**config.mk**
```make
export PLATFORM = sky130hd
export DESIGN_NAME = firebird7_in_gate1_tessent_mbisr_chain_ctrl
export DESIGN_NICKNAME = d
export VERILOG_FILES = /design/src/rtl/firebird7_in_gate1_tessent_mbisr_chain_ctrl.sv
export SDC_FILE = /design/constraint.sdc
export NUM_CORES = 1
export LEC_CHECK = 0
export CAP_MARGIN = 20
export CORE_MARGIN = 2
export CORE_UTILIZATION = 53
export DETAILED_ROUTE_END_ITERATION = 10
export PLACE_DENSITY = 0.8
export SETUP_SLACK_MARGIN = 0.5
export SLEW_MARGIN = 20
export SYNTH_ARGS = -nofsm -noshare
export SYNTH_HDL_FRONTEND = slang
export SYNTH_SLANG_ARGS = --single-unit
```
**constraint.sdc**
```tcl
create_clock -name CLK -period 2.7 [get_ports CLK]
set_clock_uncertainty 0.05 [all_clocks]
set_input_delay 0.27 -clock CLK [delete_from_list [all_inputs] [get_ports CLK]]
set_output_delay 0.27 -clock CLK [all_outputs]
set_load 0.02 [all_outputs]
```
**src/rtl/firebird7_in_gate1_tessent_mbisr_chain_ctrl.sv**
```systemverilog
// Repair-chain shift controller: loads 32-bit words into, or unloads words from, a gated scan chain.
// Optional CRC-16-CCITT over shifted bits is built when FIREBIRD7_MBISR_CHAIN_CRC_EN is defined.
module firebird7_in_gate1_tessent_mbisr_chain_ctrl #(
    parameter int LEN_W = 16
) (
    input  logic             CLK,
    input  logic             RSTB,
    input  logic             START,
    input  logic             MODE,
    input  logic [LEN_W-1:0] CHAIN_LEN,
    input  logic [31:0]      WDATA,
    input  logic             WVALID,
    output logic             WREADY,
    output logic [31:0]      RDATA,
    output logic             RVALID,
    input  logic             RREADY,
    output logic             SE,
    output logic             SI,
    input  logic             SO_IN,
    output logic             CKEN,
    output logic             BUSY,
    output logic             DONE,
    output logic [15:0]      CRC
);

    typedef enum logic [2:0] {ST_IDLE, ST_CAPT, ST_SHIFT, ST_FLUSH, ST_DONE} state_t;

    state_t             state_q, state_d;
    logic               mode_q, mode_d;
    logic [LEN_W-1:0]   cnt_q, cnt_d;
    logic [4:0]         bidx_q, bidx_d;
    logic [31:0]        wbuf_q, wbuf_d;
    logic               wfull_q, wfull_d;
    logic [31:0]        sh_q, sh_d;
    logic [31:0]        rdata_q, rdata_d;
    logic               rvalid_q, rvalid_d;
    logic               word_end;

    always_ff @(posedge CLK or negedge RSTB) begin
        if (!RSTB) begin
            state_q  <= ST_IDLE;
            mode_q   <= 1'b0;
            cnt_q    <= '0;
            bidx_q   <= '0;
            wbuf_q   <= '0;
            wfull_q  <= 1'b0;
            sh_q     <= '0;
            rdata_q  <= '0;
            rvalid_q <= 1'b0;
        end else begin
            state_q  <= state_d;
            mode_q   <= mode_d;
            cnt_q    <= cnt_d;
            bidx_q   <= bidx_d;
            wbuf_q   <= wbuf_d;
            wfull_q  <= wfull_d;
            sh_q     <= sh_d;
            rdata_q  <= rdata_d;
            rvalid_q <= rvalid_d;
        end
    end

    // A bit closes the current word when it is bit 31 or the last bit of the chain.
    assign word_end = (bidx_q == 5'd31) || (cnt_q == LEN_W'(1));

    always_comb begin
        state_d  = state_q;
        mode_d   = mode_q;
        cnt_d    = cnt_q;
        bidx_d   = bidx_q;
        wbuf_d   = wbuf_q;
        wfull_d  = wfull_q;
        sh_d     = sh_q;
        rdata_d  = rdata_q;
        rvalid_d = rvalid_q;
        CKEN     = 1'b0;
        case (state_q)
            ST_IDLE: begin
                if (START) begin
                    mode_d  = MODE;
                    cnt_d   = CHAIN_LEN;
                    bidx_d  = '0;
                    wfull_d = 1'b0;
                    sh_d    = '0;
                    if (CHAIN_LEN == '0) state_d = ST_DONE;
                    else if (MODE)       state_d = ST_CAPT;
                    else                 state_d = ST_SHIFT;
                end
            end
            ST_CAPT: begin
                CKEN    = 1'b1;
                state_d = ST_SHIFT;
            end
            ST_SHIFT: begin
                if (!mode_q) begin
                    if (!wfull_q) begin
                        if (WVALID) begin
                            wbuf_d  = WDATA;
                            wfull_d = 1'b1;
                        end
                    end else begin
                        CKEN   = 1'b1;
                        wbuf_d = wbuf_q >> 1;
                        bidx_d = bidx_q + 5'd1;
                        cnt_d  = cnt_q - LEN_W'(1);
                        if (word_end) begin
                            wfull_d = 1'b0;
                            bidx_d  = '0;
                        end
                        if (cnt_q == LEN_W'(1)) state_d = ST_DONE;
                    end
                end else begin
                    if (RREADY) rvalid_d = 1'b0;
                    // Hold the chain only if the word now closing has nowhere to go.
                    if (!(word_end && rvalid_q && !RREADY)) begin
                        CKEN  = 1'b1;
                        cnt_d = cnt_q - LEN_W'(1);
                        if (word_end) begin
                            rdata_d  = sh_q | ({31'd0, SO_IN} << bidx_q);
                            rvalid_d = 1'b1;
                            sh_d     = '0;
                            bidx_d   = '0;
                        end else begin
                            sh_d   = sh_q | ({31'd0, SO_IN} << bidx_q);
                            bidx_d = bidx_q + 5'd1;
                        end
                        if (cnt_q == LEN_W'(1)) state_d = ST_FLUSH;
                    end
                end
            end
            ST_FLUSH: begin
                if (!rvalid_q || RREADY) begin
                    rvalid_d = 1'b0;
                    state_d  = ST_DONE;
                end
            end
            ST_DONE: state_d = ST_IDLE;
            default: state_d = ST_IDLE;
        endcase
    end

    assign SE     = (state_q == ST_SHIFT);
    assign SI     = (state_q == ST_SHIFT) && !mode_q && wfull_q && wbuf_q[0];
    assign WREADY = (state_q == ST_SHIFT) && !mode_q && !wfull_q;
    assign BUSY   = (state_q != ST_IDLE);
    assign DONE   = (state_q == ST_DONE);
    assign RDATA  = rdata_q;
    assign RVALID = rvalid_q;

`ifdef FIREBIRD7_MBISR_CHAIN_CRC_EN
    logic [15:0] crc_q;
    logic        crc_bit;

    function automatic logic [15:0] crc_step(input logic [15:0] c, input logic b);
        logic fb;
        fb = c[15] ^ b;
        return {c[14:0], 1'b0} ^ (fb ? 16'h1021 : 16'h0000);
    endfunction

    assign crc_bit = mode_q ? SO_IN : wbuf_q[0];

    always_ff @(posedge CLK or negedge RSTB) begin
        if (!RSTB)
            crc_q <= '0;
        else if (state_q == ST_IDLE && START)
            crc_q <= 16'hFFFF;
        else if (state_q == ST_SHIFT && CKEN)
            crc_q <= crc_step(crc_q, crc_bit);
    end

    assign CRC = crc_q;
`else
    assign CRC = '0;
`endif

endmodule

```
* After elaboration in Yosys (flattened, before gate mapping) *
Index checks and enable logic that the tools add are counted.

storage, ports and cells
  register bits = 123
  word-level logic and storage cells = 99

cells by class
  add/sub/neg operators = 2
  eq/ne operators = 14
  shift-type cells = 1
  muxes and demuxes = 44
  bitwise operators = 3
  reductions and logical operators = 26

operators by type and width
  cell                                                 count
  2-to-1 mux 32 bit                                    6
  2-to-1 mux 16 bit                                    4
  one-hot mux 32 bit (2 select lines)                  1
  bitwise OR 32 bit                                    1
  one-hot mux 16 bit (2 select lines)                  1
  << shifter 1 x 5 -> 32 bit                           1
  2-to-1 mux 5 bit                                     5
  2-to-1 mux 3 bit                                     8
  == test 16 x 1 -> 1 bit (second input constant)      1
  zero test 16 bit                                     1
  subtractor 16 x 1 -> 16 bit (second input constant)  1
  2-to-1 mux 1 bit                                     13
  one-hot mux 3 bit (4 select lines)                   1
  AND reduction 4 bit                                  3
  one-hot mux 5 bit (2 select lines)                   1
  AND reduction 3 bit                                  3
  != test 2 bit (second input constant)                4
  == test 3 x 2 -> 1 bit (second input constant)       2
  logical AND 1 bit                                    6
  one-hot mux 1 bit (2 select lines)                   3
  nonzero test 2 bit                                   3
  adder 5 x 1 -> 5 bit (second input constant)         1
  == test 5 bit (second input constant)                1
  AND reduction 5 bit                                  1
  other kinds (12)                                     18

* Longest topological paths before layout *
Gate-level depths: netlist of run 1.

  depth in word-level cells = 7
  mapped depth = 12
  mapped depth without buffers = 9

* Least setup slack after synthesis of run 1 *
OpenSTA, ideal clock, no wires.

  path kind = reg2reg
  start point = register bidx_q[3]
  end point = register sh_q[28]
  library setup time = 119 ps
  arrival time = 2,105 ps
  data required time = 2,531 ps
  path slack = 427 ps
  cell stages (with the launch flop) = 12
  buffers on the path = 3
  clock period less this slack = 2,273 ps
  path through = dfrtp_1 > clkbuf_1 > nand2_1 > nor2_1 > ha_1 > nand3b_1 > a31oi_1 > nand2b_1 > clkbuf_1 > clkbuf_1 > nor3_1 > o21a_1

between the ends
  word-level cells in the longest chain between the ends = 6

RTL lines
  what                                                                        line      text
  start, declared                                                             31        logic [4:0] bidx_q, bidx_d;
  start signal, assigned                                                      54        bidx_q <= bidx_d;
  == test 5 bit or << shifter 1 x 5 -> 32 bit (tied branches)                 64, 124
  logical OR 1 bit or bitwise OR 32 bit (tied branches)                       64, 124
  2-to-1 mux 32 bit or logical AND 1 bit (tied branches)                      118, 115
  2-to-1 mux 32 bit or logical AND 1 bit (tied branches)                      115       if (!(word_end && rvalid_q && !RREADY)) begin
  2-to-1 mux 32 bit or != test 2 bit (tied branches)                          -
  one-hot mux 32 bit (2 select lines) or AND reduction 4 bit (tied branches)  -
  end signal, assigned                                                        47        sh_q <= '0;
  end signal, assigned                                                        57        sh_q <= sh_d;
  end, declared                                                               34        logic [31:0] sh_q, sh_d;

Parallel ways exist; a longest one is shown, timed or not. The select of a mux whose other input is x is not followed.
A chain may end at the register's enable or synchronous reset.

* Worst setup path after layout of run 1 *
  start point = register cnt_q[1]
  end point = register rdata_q[2] (netlist: RDATA[2])

between the ends
  word-level cells in the longest chain between the ends = 6

RTL lines
  what                                    line  text
  start, declared                         30    logic [LEN_W-1:0] cnt_q, cnt_d;
  start signal, assigned                  53    cnt_q <= cnt_d;
  == test 16 x 1 -> 1 bit *               64    assign word_end = (bidx_q == 5'd31) || (cnt_q == LEN_W'(1));
  logical OR 1 bit *                      64
  logical AND 1 bit (2 in a row)          115
  NOT 1 bit (no source line)              -
  AND reduction 4 bit (no source line) *  -
  end signal, assigned                    58    rdata_q <= rdata_d;
  end, declared                           35    logic [31:0] rdata_q, rdata_d;

Mark *: on every way between the ends. The rest lies on a longest branch, timed or not.

==> impl_results.md, run 1 <==
- Worst VDD drop: 0.5844 mV
- Final Setup Violations: 0
- Core area: 11860 um2
- GRT Total Usage: 25.26%
- Area Overhead vs Synth: 36.76%
- Flop pwr share: 32.2%
- Antenna Nets Post-Route: 0
- Measured slew at the worst slew-check pin: 0.8189 ns
- DR vias: 5637
- DIE AREA: 12900 um2
- Post-synth EDFFs: 0
- Max-Cap Viols: 0
- Worst slack at placement: 0.2682 ns
- Number of global-route vias before repair: 5365
- Reg2Reg Launch Point: cnt_q[1]
- WL per Instance: 18.47 um
- Tmin final: 2.390 ns
- Cell Rows: 40
- Initial core utilization: 53.64%
- Total grt overflow: 0
- Worst path slowest cell: dfrtp_1
- Final wirelength: 17470 um
- Synth top area share: 48.38%
- Req. time, crit path: 2.95 ns
- Iter 0 DRT Violations: 443
- CP Max Fanout: 8
- Placer congestion estimate: 0.8376
- Ant. Diodes: 0
- Antenna violations before repair: 0
- Peak Freq: 418.5 MHz
- DRT Pass-1 Iters: 5
- Clock-pin slew on the worst setup and hold paths: 0.06 ns
- Die span in y: 113.6 um
- Finished Layout Cells: 946
- Design Area, Final: 8701 um2
- Num ports: 110
- Via-to-Cell Ratio: 5.959
- Setup Total Neg Slack: 0 ns
- Status: completed
- Switch share: 37.24%
- TritonCTS clock tree: yes
- First-pass GRT wire length: 25920 um
- Setup slack after layout: 0.3102 ns
- Distinct cells, synth: 55
- Ys Warns: 0
- Worst hold margin: 0.4159 ns
- Placed inst area: 7432 um2
- Worst Hold Class: in -> async
- Post-synth top area cell: dfrtp_1
- CTS buffer count: 17
- Synth top area cells: dfrtp_1 48%, mux2i_1 7.7%, nor2_1 5.3%, a21oi_1 4.1%, nor3_1 3.1%
- Pin count of the biggest net entering global routing: 65
- Combinational share of power: 40.5%
- Post-synth ARST share: 100.0%
- Leak pwr: 3.737 nW
- Synth Flop Type: dfrtp_1
- # clock sinks: 123
- Placed Cells: 875
- Internal power: 5.217 mW
- P_sw: 3.096 mW
- CP Capture Type: flip-flop
- Layout cells sized above 1: 21.65%
- Detailed Place HPWL: 10010 um
- Fin nets: 846
- Mapped Area: 6362 um2
- Slew headroom: 45.40%
- Synth Register Bits: 123
- CP Launch Type: flip-flop
- RSZ-0062 raised after global routing: yes
- Final period util: 88.51%
- Post-synthesis sequential area ratio: 48.38%
- Power share of the clock group: 27.3%
- Final Hold Viols: 0
- Pins Over Slew Limit: 0
- Power per cell area: 955.4 nW/um2
- Clock Root Buffer: clkbuf_16
- Critical path, cell by cell: inv_2 > ha_1 > nor2b_4 > and4b_1 > a21oi_2 > buf_4 > nor3_4 > buf_6 > buf_12 > mux2_4
- DRC: 0
- CTS Buffer Depth: 2
- Cells after Synth: 656
- CP max stage delay: 0.43 ns
- IO Port Bufs: 93
- Worst EP arrival: 2.64 ns
- Clock Latency Late Sink: 0.42 ns
- Die X: 113.6 um
- Syn avg cell area: 9.699 um2
- H-tree levels: 4
- Crit path from: cnt_q[1]
- Critical path type: reg -> reg
## layout by cell type, fill, tap and decap left out, drive strengths merged, types with 18 or more instances in the layout
cell           Yosys  layout
dfrtp            123     123
inv               27      27
a21oi             52      52
clkbuf            25      26
o21a              18      18
nand2             28      28
buf               40      67
nor2              90      90
clkdlybuf4s50      0      86
mux2              18      18
nor3              44      44
mux2i             49      49
## layout make-up
type | instances | area [um2]
clock inverters | 7 | 87.58
flip-flops and latches | 123 | 3087
clock buffers | 24 | 501.7
repair buffers | 159 | 1563
fillers | 807 | 3161
inverters | 27 | 101.3
multi-input cells | 459 | 3177
well taps | 147 | 183.9
## stage by stage
stage,utilization (%),total power [mW]
6_report,73.35,8.313
5_1_grt,73.35,8.709
4_1_cts,69.61,7.870
3_5_place_dp,62.66,5.501
3_3_place_gp,62.66,5.342
2_1_floorplan,-,4.663
## worst paths after layout
path                       cells past startpoint          to  slack [ns]
setup / recovery                              10    RDATA[2]        0.31
hold / removal                                 2   RDATA[11]        0.42
setup reg to reg                              10    RDATA[2]        0.31
hold reg to reg                                1     sh_q[1]        0.43
max in group asynchronous                      3   wbuf_q[7]        1.41
min in group CLK                               3  wbuf_q[31]        0.42
## power groups by stage
stage	Sequential (mW)	Combinational (mW)	Clock [mW]
after floorplan	2.54	2.13	0
after global placement	2.62	2.72	0
after detailed placement	2.66	2.84	0
after CTS	2.64	2.95	2.29
after global routing	2.72	3.62	2.37
final	2.67	3.37	2.27
## timing repair
action,CTS,global route
cloned,2,7
buffers inserted,6,24
setup endpoints to repair,85,81
pin swaps,4,14
endpoints found under the hold margin,60,0
resized for setup,51,51
hold buffers,1,0
## cells by family (layout without fill, tap and decap cells)
| logic type | count (synthesis) | count (layout) | synth area share (%) |
|---|---|---|---|
| compound gates | 142 | 142 | 14.65 |
| buf+inv | 92 | 217 | 7.198 |
| flops | 123 | 123 | 48.38 |
| fa+ha+maj | 4 | 4 | 0.7867 |
| simple gates | 227 | 230 | 18.03 |
| other cells | 1 | 16 | 0.05894 |
| mux | 67 | 67 | 10.89 |
## Yosys cell counts, drive strengths merged (5+ instances only)
master and count:
a21oi 52, o22a 7, dfrtp 123, nor3b 5, o21a 18, mux2 18, buf 40, nor4 12
nand2 28, nor2 90, or3 5, nand2b 16, o21ai 15, nand3 9, inv 27, nor3 44
a41oi 15, clkbuf 25, mux2i 49, a31oi 11
## state kept, by name, summed over array words and instances (netlist names)
signal and count:
wfull_q 1, cnt_q 16, sh_q 32, RVALID 1
RDATA 32, bidx_q 5, wbuf_q 32, state_q 3
mode_q 1
## worst max-delay path, delay by kind of cell, from the launching register on
| family | cells | cell delay [ns] |
|---|---|---|
| buffers and inverters | 4 | 0.54 |
| and+or+nand+nor | 3 | 0.69 |
| AOI/OAI and AO/OA | 1 | 0.08 |
| muxes | 1 | 0.30 |
| DFF | 1 | 0.43 |
| adders and majority gates | 1 | 0.17 |
## metal layers
| metal | track usage [%] | part of all wire (%) | routed length, um | vias up |
|---|---|---|---|---|
| met5 | 0 | 0 | 0 | - |
| met4 | 8.943 | 2.4 | 419 | 0 |
| met3 | 6.695 | 6.9 | 1199 | 51 |
| met2 | 42.83 | 51 | 8941 | 279 |
| met1 | 31.41 | 40 | 6913 | 2749 |
| li1 | - | - | - | 2558 |
Power figures use the tool's default switching activity.
==> run 2: changes to the inputs <==
==> constraint.sdc (replaced) <==
create_clock -name CLK -period 2.29 [get_ports CLK]
set_clock_uncertainty 0.05 [all_clocks]
set_input_delay 0.229 -clock CLK [delete_from_list [all_inputs] [get_ports CLK]]
set_output_delay 0.229 -clock CLK [all_outputs]
set_load 0.02 [all_outputs]
==> impl_results.md, run 2 (synthesis results as in run 1) <==
- Die X: 113.6 um (unchanged)
- Total grt overflow: 0 (unchanged)
- CTS Buffer Depth: 2 (unchanged)
- Pins Over Slew Limit: 0 (unchanged)
- Most frequent cells in the layout: 122 x dfrtp_1, 86 x clkdlybuf4s50_1, 75 x buf_4
- Design Area, Final: 10560 um2 (+21%)
- Clock-pin slew on the worst setup and hold paths: 0.07 ns (about the same)
- Num ports: 110 (unchanged)
- Antenna Nets Post-Route: 0 (unchanged)
- Setup slack after layout: -0.1862 ns (-0.4964 ns)
- Cell Rows: 40 (unchanged)
- DIE AREA: 12900 um2 (unchanged)
- Placer congestion estimate: 0.8981 (+7.2%)
- Measured slew at the worst slew-check pin: 0.6757 ns (-0.1432 ns)
- Worst EP arrival: 2.75 ns (+0.11 ns)
- Final period util: 108.1% (+20 points)
- H-tree levels: 4 (unchanged)
- Via-to-Cell Ratio: 6.794 (+14%)
- Fin nets: 912 (+7.8%)
- Worst VDD drop: 0.9601 mV (+64%)
- Setup Total Neg Slack: -3.012 ns (-3.012 ns)
- TritonCTS clock tree: yes
- # clock sinks: 123 (unchanged)
- DR vias: 6889 (+22%)
- WL per Instance: 27.92 um (+51%)
- Worst hold margin: 0.1699 ns (-0.2459 ns)
- Area Overhead vs Synth: 66.02%
- Commonest non-fill, non-tap cell in the layout: dfrtp_1
- Power per cell area: 1272 nW/um2 (+33%)
- RSZ-0062 raised after global routing: yes
- Number of global-route vias before repair: 6547 (+22%)
- CTS buffer count: 17 (unchanged)
- Final wirelength: 28310 um (+62%)
- CP Max Fanout: 25 (+17)
- Iter 0 DRT Violations: 807 (+82%)
- Detailed Place HPWL: 10220 um (+2.1%)
- Clock Root Buffer: clkbuf_16
- Status: finished with violations
- Failing checks: setup timing
- Die span in y: 113.6 um (unchanged)
- Initial core utilization: 53.64% (unchanged)
- First-pass GRT wire length: 33840 um (+31%)
- Crit path from: state_q[0]
- Core area: 11860 um2 (unchanged)
- Peak Freq: 403.9 MHz (-3.5%)
- Antenna violations before repair: 1 (+1)
- FF-to-FF path depth: 6 (-4)
- Reg2Reg Launch Point: state_q[0]
- CP Launch Type: flip-flop
- IO Port Bufs: 93 (unchanged)
- R2R Setup Slk: -0.19 ns (-0.50 ns)
- Slew headroom: 54.95% (+9.5 points)
- GRT Total Usage: 33.80% (+8.5 points)
- Placed inst area: 7687 um2 (+3.4%)
- Final Setup Violations: 52 (+52)
- Worst Hold Class: in -> async
- # fillers: 411 (-49%)
- Fin util: 89.05% (+16 points)
- Req. time, crit path: 2.56 ns (-0.39 ns)
- Tmin final: 2.476 ns (+0.08638 ns)
- CP Capture Type: flip-flop
- Leak pwr: 4.375 nW (+17%)
- Final Hold Viols: 0 (unchanged)
- Pin count of the biggest net entering global routing: 72 (+11%)
- Reg2reg end: cnt_q[14]
- DRT Pass-1 Iters: 8 (+3)
- DRC: 0 (unchanged)
- Layout cells sized above 1: 41.57% (+20 points)
- Clock Latency Late Sink: 0.44 ns (+0.02 ns)
- Critical path type: reg -> reg
- Max-Cap Viols: 0 (unchanged)
-- run 2: cell types whose count changed in the layout (fill, tap and decap cells not counted), moves of 13 or more --
cell     previous run  this run
nor2_1             82        40
nor2_4              6        44
a21oi_1            51        19
buf_6               7        34
buf_4              49        75
a21oi_2             1        25
nor3_1             38        25
-- run 2: cell type report --
type | instances | area [um2] | share of cell area, %
well taps | 147 | 183.9 | 1.741
repair buffers | 225 | 2467 | 23.36
diodes | 1 | 2.502 | 0.02369
flip-flops and latches | 123 | 3079 | 29.15
clock buffers | 18 | 439.2 | 4.158
clock inverters | 14 | 219.0 | 2.073
inverters | 27 | 106.4 | 1.007
multi-input cells | 459 | 4065 | 38.49
-- run 2: how the worst max path moves through the flow --
| stage | to | slack, ns | cells past startpoint |
|---|---|---|---|
| floorplan | sh_q[14] | 0.15 | 8 |
| global placement | sh_q[24] | 0.04 | 6 |
| detailed placement | CKEN | -0.002 | 8 |
| CTS | CKEN | 0.04 | 6 |
| global route | cnt_q[14] | -0.47 | 9 |
| finish | cnt_q[14] | -0.19 | 6 |
-- run 2: critical path: stages, from the launching register on --
cell and delay, ns:
dfrtp_1 0.44, or3b_4 0.50, buf_6 0.15, buf_4 0.23, nor4_1 0.47, a22oi_1 0.21, o21ai_0 0.30
-- run 2: report_power, final --
group,switching (mW),internal (mW)
combinational,4.01,3.07
clock,1.11,1.96
sequential,0.581,2.70
-- run 2: repair_timing --
| item | in CTS | in global routing |
|---|---|---|
| buffers inserted | 38 | 31 |
| hold endpoints to repair | 17 | 0 |
| gates resized for setup | 130 | 192 |
| endpoints found under the setup margin | 123 | 128 |
| cloned | 15 | 3 |
| pin swaps | 43 | 35 |
| hold buffers | 1 | 0 |
-- run 2: through the flow --
| step | setup WS [ns] | total power, mW | std cells |
|---|---|---|---|
| finish | -0.1862 | 13.44 | 1014 |
| global placement | 0.04210 | 6.491 | 893 |
| global route | -0.4678 | 13.76 | 1013 |
| CTS | 0.04286 | 11.11 | 979 |
| floorplan | 0.1468 | 5.752 | 671 |
| detailed placement | -0.001592 | 6.672 | 893 |
-- run 2: metal layers --
layer	up-vias	part of all wire, %	track usage, %
met3	252	9.1	9.936
met5	-	0	0
met2	583	48	57.41
li1	2703	-	-
met1	3351	34	38.40
met4	0	8.9	18.62
